==> src/rtl/uart_rx_ovs.sv <==
// uart_rx_ovs -- oversampling UART receiver with a small receive FIFO.
//
// The serial line is resynchronised, a start edge restarts a bit-period
// counter, every bit is sampled at its middle and complete frames are
// pushed into a FIFO that the consumer drains with a valid/ready handshake.
//
// Ports
//   clk         system clock, everything on the rising edge
//   rst         synchronous, active-high reset
//   rx          asynchronous serial input, idle high
//   dato        data word at the FIFO head (0 while the FIFO is empty)
//   valido      FIFO non-empty, dato is valid
//   listo       consumer takes dato this cycle
//   errTrama    one-cycle pulse: stop bit sampled low
//   errParidad  one-cycle pulse: parity mismatch (frame had good stop bits)
//   desborde    one-cycle pulse: good frame dropped because the FIFO was full
//   ocupado     receiver is anywhere but idle
//
// State | meaning
// ------+---------------------------------------------------------------
// IDLE  | waiting for a high-to-low edge on the synchronised line
// START | counting to the middle of the start bit to confirm it is low
// DATA  | sampling DATA_BITS data bits, LSB first, once per bit period
// PARITY| sampling the parity bit (only when PARITY != 0)
// STOP  | sampling STOP_BITS stop bits; decides push / flag at the end
// WAITH | line stuck low after a framing error; wait for it to go high

`timescale 1ns/1ps

module uart_rx_ovs #(
    parameter int CLKS_PER_BIT = 434,
    parameter int DATA_BITS    = 8,
    parameter int PARITY       = 0,
    parameter int STOP_BITS    = 1,
    parameter int FIFO_DEPTH   = 4
) (
    input  logic                 clk,
    input  logic                 rst,
    input  logic                 rx,
    output logic [DATA_BITS-1:0] dato,
    output logic                 valido,
    input  logic                 listo,
    output logic                 errTrama,
    output logic                 errParidad,
    output logic                 desborde,
    output logic                 ocupado
);

    localparam int CW = $clog2(CLKS_PER_BIT);
    localparam int AW = $clog2(FIFO_DEPTH);

    localparam logic [CW-1:0] HALF_CNT  = CW'(CLKS_PER_BIT / 2);
    localparam logic [CW-1:0] LAST_CNT  = CW'(CLKS_PER_BIT - 1);
    localparam logic [3:0]    DATA_LAST = 4'(DATA_BITS - 1);
    localparam logic [3:0]    STOP_LAST = 4'(STOP_BITS - 1);
    localparam logic [AW:0]   FULL_CNT  = (AW + 1)'(FIFO_DEPTH);

    typedef enum logic [2:0] {
        S_IDLE,
        S_START,
        S_DATA,
        S_PARITY,
        S_STOP,
        S_WAITHIGH
    } state_t;

    // ------------------------------------------------------------------
    // Input synchroniser plus one extra flop for edge detection
    // ------------------------------------------------------------------
    logic rx_meta;
    logic rx_sync;
    logic rx_prev;

    always_ff @(posedge clk) begin
        if (rst) begin
            rx_meta <= 1'b1;
            rx_sync <= 1'b1;
            rx_prev <= 1'b1;
        end else begin
            rx_meta <= rx;
            rx_sync <= rx_meta;
            rx_prev <= rx_sync;
        end
    end

    // ------------------------------------------------------------------
    // Receive FSM
    // ------------------------------------------------------------------
    state_t                 state, state_n;
    logic [CW-1:0]          cnt, cnt_n;
    logic [3:0]             bit_idx, bit_idx_n;
    logic [DATA_BITS-1:0]   shreg, shreg_n;
    logic                   par_err, par_err_n;
    logic                   fr_err, fr_err_n;
    logic                   fr_now;
    logic                   push_req;
    logic                   set_err_trama;
    logic                   set_err_par;
    logic                   tick_bit;

    assign tick_bit = (cnt == LAST_CNT);

    always_ff @(posedge clk) begin
        if (rst) begin
            state   <= S_IDLE;
            cnt     <= '0;
            bit_idx <= '0;
            shreg   <= '0;
            par_err <= 1'b0;
            fr_err  <= 1'b0;
        end else begin
            state   <= state_n;
            cnt     <= cnt_n;
            bit_idx <= bit_idx_n;
            shreg   <= shreg_n;
            par_err <= par_err_n;
            fr_err  <= fr_err_n;
        end
    end

    always_comb begin
        state_n       = state;
        cnt_n         = cnt + 1'b1;
        bit_idx_n     = bit_idx;
        shreg_n       = shreg;
        par_err_n     = par_err;
        fr_err_n      = fr_err;
        fr_now        = 1'b0;
        push_req      = 1'b0;
        set_err_trama = 1'b0;
        set_err_par   = 1'b0;

        case (state)
            S_IDLE: begin
                cnt_n = '0;
                if (rx_prev && !rx_sync) begin
                    state_n = S_START;
                end
            end

            S_START: begin
                if (cnt == HALF_CNT) begin
                    cnt_n = '0;
                    if (!rx_sync) begin
                        state_n   = S_DATA;
                        bit_idx_n = '0;
                        par_err_n = 1'b0;
                        fr_err_n  = 1'b0;
                    end else begin
                        // too short to be a start bit
                        state_n = S_IDLE;
                    end
                end
            end

            S_DATA: begin
                if (tick_bit) begin
                    cnt_n   = '0;
                    shreg_n = {rx_sync, shreg[DATA_BITS-1:1]};
                    if (bit_idx == DATA_LAST) begin
                        bit_idx_n = '0;
                        state_n   = (PARITY != 0) ? S_PARITY : S_STOP;
                    end else begin
                        bit_idx_n = bit_idx + 4'd1;
                    end
                end
            end

            S_PARITY: begin
                if (tick_bit) begin
                    cnt_n     = '0;
                    bit_idx_n = '0;
                    state_n   = S_STOP;
                    if (PARITY == 1) begin
                        par_err_n = ~(^shreg ^ rx_sync);
                    end else begin
                        par_err_n = ^shreg ^ rx_sync;
                    end
                end
            end

            S_STOP: begin
                if (tick_bit) begin
                    cnt_n    = '0;
                    fr_now   = fr_err | ~rx_sync;
                    fr_err_n = fr_now;
                    if (bit_idx == STOP_LAST) begin
                        // framing error wins over a parity error in the same frame
                        if (fr_now) begin
                            set_err_trama = 1'b1;
                            state_n       = S_WAITHIGH;
                        end else if (par_err) begin
                            set_err_par = 1'b1;
                            state_n     = S_IDLE;
                        end else begin
                            push_req = 1'b1;
                            state_n  = S_IDLE;
                        end
                    end else begin
                        bit_idx_n = bit_idx + 4'd1;
                    end
                end
            end

            S_WAITHIGH: begin
                cnt_n = '0;
                if (rx_sync) begin
                    state_n = S_IDLE;
                end
            end

            default: begin
                state_n = S_IDLE;
                cnt_n   = '0;
            end
        endcase
    end

    assign ocupado = (state != S_IDLE);

    // ------------------------------------------------------------------
    // Receive FIFO
    // ------------------------------------------------------------------
    logic [DATA_BITS-1:0] mem [FIFO_DEPTH];
    logic [AW-1:0]        wr_ptr;
    logic [AW-1:0]        rd_ptr;
    logic [AW:0]          count;
    logic                 full;
    logic                 pop;
    logic                 push_ok;
    logic                 overflow;

    assign full     = (count == FULL_CNT);
    assign valido   = (count != '0);
    assign pop      = valido && listo;
    // a pop in the same cycle frees the slot, so a full FIFO still accepts
    assign push_ok  = push_req && (!full || pop);
    assign overflow = push_req && full && !pop;
    assign dato     = valido ? mem[rd_ptr] : '0;

    always_ff @(posedge clk) begin
        if (push_ok) begin
            mem[wr_ptr] <= shreg;
        end
    end

    always_ff @(posedge clk) begin
        if (rst) begin
            wr_ptr <= '0;
            rd_ptr <= '0;
            count  <= '0;
        end else begin
            if (push_ok) begin
                wr_ptr <= wr_ptr + 1'b1;
            end
            if (pop) begin
                rd_ptr <= rd_ptr + 1'b1;
            end
            case ({push_ok, pop})
                2'b10:   count <= count + 1'b1;
                2'b01:   count <= count - 1'b1;
                default: count <= count;
            endcase
        end
    end

    // ------------------------------------------------------------------
    // Registered status pulses
    // ------------------------------------------------------------------
    always_ff @(posedge clk) begin
        if (rst) begin
            errTrama   <= 1'b0;
            errParidad <= 1'b0;
            desborde   <= 1'b0;
        end else begin
            errTrama   <= set_err_trama;
            errParidad <= set_err_par;
            desborde   <= overflow;
        end
    end

endmodule

==> config.mk <==
export PLATFORM = sky130hd
export DESIGN_NAME = uart_rx_ovs
export DESIGN_NICKNAME = d
export VERILOG_FILES = /design/src/rtl/uart_rx_ovs.sv
export SDC_FILE = /design/constraint.sdc
export NUM_CORES = 1
export LEC_CHECK = 0
export CORE_MARGIN = 2
export CORE_UTILIZATION = 59
export CTS_CLUSTER_DIAMETER = 100
export DETAILED_ROUTE_END_ITERATION = 8
export GPL_ROUTABILITY_DRIVEN = 0
export PLACE_DENSITY = 0.75
export SETUP_SLACK_MARGIN = 0.2
export SYNTH_ARGS = -nofsm -noshare
export SYNTH_HDL_FRONTEND = slang
export SYNTH_SLANG_ARGS = --single-unit
==> constraint.sdc <==
create_clock -name clk -period 3.2 [get_ports clk]
set_input_delay 0.8 -clock clk [delete_from_list [all_inputs] [get_ports clk]]
set_output_delay 0.8 -clock clk [all_outputs]
set_load 0.02 [all_outputs]
==> qor.yml <==
status: "finished, final reports clean"
critPathKind: "reg2out"
ant_nets: 0
r2r_cells: 6
die_area_um2: 6282
final.min_clock_period_ns: 2.862
synth_seq_cells: 73
grt_max_degree: 21
clk_pin_slew_ns: 0.08
hold_violations: 0
fmax_mhz: 349.4
arrival_ns: 2.06
fin_total_pwr_mw: 1.698
ios: 17
drt_wl_total_um: 5615
syn_to_final_growth_pct: 13.03
path_max_fanout: 8
peakVddDrop_uv: 265.0
root_buffer: "clkbuf_8"
rsz0062_at_grt: "false"
cp.required_ns: 2.40
layoutNonFillerInstCount: 400
track_usage_pct: 19.70
dp_hpwl_um: 4015
cts_hold_buf: 0
die_h_um: 79.26
powerDensity_nw_per_um2: 449.6
synth-edff-count: 32
nNetsFinal: 336
hold_depth: 1
clk_path_buf_depth: 2
synth_nets: 317
regToRegStartpoint: "bit_idx[0]"
slew_violations: 0
setup_tns_ns: 0
maxCapViolCount: 0
hp-class: "reg2reg"
num_vias: 2248
cp-start-kind: "register"
io_buffers: 16
core-area_um2: 5473
fin_worst_skew_ns: 0.005517
synth_warnings: 0
wl_per_cell_um: 14.04
drt_first_pass_iters: 4
antenna_found_initial: 0
fillCellCount: 427
finalCritPeriodShare_pct: 89.44
yosysSeqAreaShare_pct: 53.31
cts_tree: "built"
min_to: "rx_sync"
final_layout_size_suffix_gt1_share_pct: 13.11
syn_area_per_cell_um2: 10.99
drt-initial-drc-count: 153
cp-end-kind: "primary output"
max_slew_margin_pct: 57.75
antenna_cells: 0
grt_pass1_vias: 2096
hp-start: "rx_meta"
ys.flop_type: "dfxtp_1"
drc_errors: 0
clock_sinks: 73
grt.overflow.total: 0
worst-r2r-setup-slack_ns: 0.46
tightest_slew_ns: 0.6324
grt_pass1_wl_um: 9446
ys_async_sr_fraction_pct: 0
r2r_end: "mem[3][7]"
setup_viol: 0
cts.htree.levels: 3
crit_chain: "mux4_2 > and2_1 > clkdlybuf4s50_1"
post_cts_buffers: 0
synthCells: 304
slowest_stage: "mux4_2"
placedCellCount: 384
syn_area_um2: 3342
via_per_inst: 5.620
cts_buffers: 9
ys_types: 50
crit_path_max_incr_delay_ns: 0.53
std_cell_rows: 27
cellLeakagePower_nw: 1.229
clock_latency_ns: 0.34
die_x_um: 79.26
initial_core_util_pct: 61.07
==> worst max-delay path, delay by kind of cell, from the launching register on <==
family	cells	cell delay, ns
muxes	1	0.53
buffers and inverters	1	0.53
DFF	1	0.49
and+or+nand+nor	1	0.16
==> cell usage in the layout, fill, tap and decap left out, types with 6 or more instances in the layout <==
| cell | Yosys | layout |
|---|---|---|
| dfxtp_1 | 41 | 40 |
| xnor2_1 | 11 | 11 |
| nand3_1 | 16 | 16 |
| mux4_2 | 8 | 8 |
| buf_4 | 0 | 6 |
| inv_1 | 7 | 7 |
| nand2b_1 | 8 | 8 |
| nor3_1 | 7 | 7 |
| a21oi_1 | 20 | 20 |
| clkbuf_8 | 0 | 9 |
| o21ai_0 | 9 | 9 |
| edfxtp_1 | 32 | 32 |
| ha_1 | 8 | 8 |
| xor2_1 | 7 | 7 |
| and2_1 | 12 | 12 |
| nor2_1 | 29 | 28 |
| nand2_1 | 22 | 22 |
| clkdlybuf4s50_1 | 0 | 16 |
==> cells by family after synthesis <==
group	Yosys count	share of synthesized area (%)
mux	12	6.627
fa+ha+maj	9	3.594
simple gates	127	21.38
xor+xnor	18	4.717
compound gates	44	7.788
flops	73	53.31
buf+inv	21	2.584
==> power breakdown <==
| group | switching, mW | internal, mW |
|---|---|---|
| logic | 0.0152 | 0.0114 |
| clock network | 0.342 | 0.363 |
| registers | 0.00255 | 0.965 |
| total | 0.359 | 1.34 |
==> sequential cells by signal, indices dropped and copies added (netlist names), 2 cells and up, named ones only <==
| signal | cells |
|---|---|
| count | 3 |
| cnt | 9 |
| shreg | 8 |
| state | 3 |
| bit_idx | 4 |
| wr_ptr | 2 |
| mem | 32 |
| rd_ptr | 2 |
==> worst max path at each step <==
stage	from	end	slack (ns)	cells past startpoint
floorplan	bit_idx[0]	mem[0][0]	0.65	7
global placement	register	dato[0]	0.51	3
detailed placement	bit_idx[0]	mem[3][1]	0.45	6
CTS	state[0]	ocupado	0.29	3
global route	register	dato[3]	0.24	3
finish	register	dato[0]	0.34	3
==> cells in the mapped netlist (2+ instances only) <==
cell type	instances	share of area, %
or4b_1	2	0.60
nand2b_1	8	1.5
nor3_1	7	1.0
ha_1	8	3.0
o211ai_1	3	0.67
edfxtp_1	32	29
nand2_1	22	2.5
xor2_1	7	1.8
nor4_1	3	0.56
o21ai_0	9	1.3
or3_1	2	0.37
nand3b_1	3	0.67
a21oi_1	20	3.0
mux2i_1	3	0.90
nor2b_1	4	0.75
a31oi_1	3	0.56
nand3_1	16	2.4
xnor2_1	11	2.9
inv_1	7	0.79
o21bai_1	2	0.45
nor2_1	29	3.3
nor4b_1	2	0.52
or2_2	3	0.56
and2_1	12	2.2
or4_1	2	0.45
clkbuf_1	13	1.5
dfxtp_1	41	25
mux4_2	8	5.4
==> stage by stage <==
| stage | hold slack [ns] | worst slack [ns] | cell area, µm² | util (%) |
|---|---|---|---|---|
| finish | 0.4144 | 0.3379 | 3777 | 69.02 |
| global route | 0.4409 | 0.2408 | 3777 | 69.02 |
| CTS | 0.4181 | 0.2889 | 3775 | 68.98 |
| detailed placement | 0.3981 | 0.4512 | 3577 | 65.36 |
| global placement | 0.4046 | 0.5083 | 3577 | 65.36 |
| floorplan | 0.3895 | 0.6519 | 3342 | - |
==> area by class of cell <==
type | instances | area (µm²) | share of cell area, %
tap | 72 | 90.09 | 2.385
sequential | 73 | 1783 | 47.20
inverter | 7 | 26.28 | 0.6956
clock inverter | 6 | 68.82 | 1.822
multi-input combinational | 210 | 1476 | 39.09
timing repair buffer | 22 | 205.2 | 5.432
clock buffer | 10 | 127.6 | 3.379
==> per-layer routing <==
metal / global-route usage (%) / up-vias / routed length (µm)
met2: 31.69 / 40 / 2792
li1: - / 1132 / -
met4: 10.69 / 0 / 106
met3: 4.205 / 9 / 208
met5: 0 / - / 0
met1: 24.87 / 1067 / 2507
==> repair_timing <==
item                       CTS  global route
gates cloned                 0             0
setup endpoints to repair    8             1
gates resized for setup      1             1
hold endpoints to repair     0             0
Note: power is estimated with default switching activity, not from simulation.
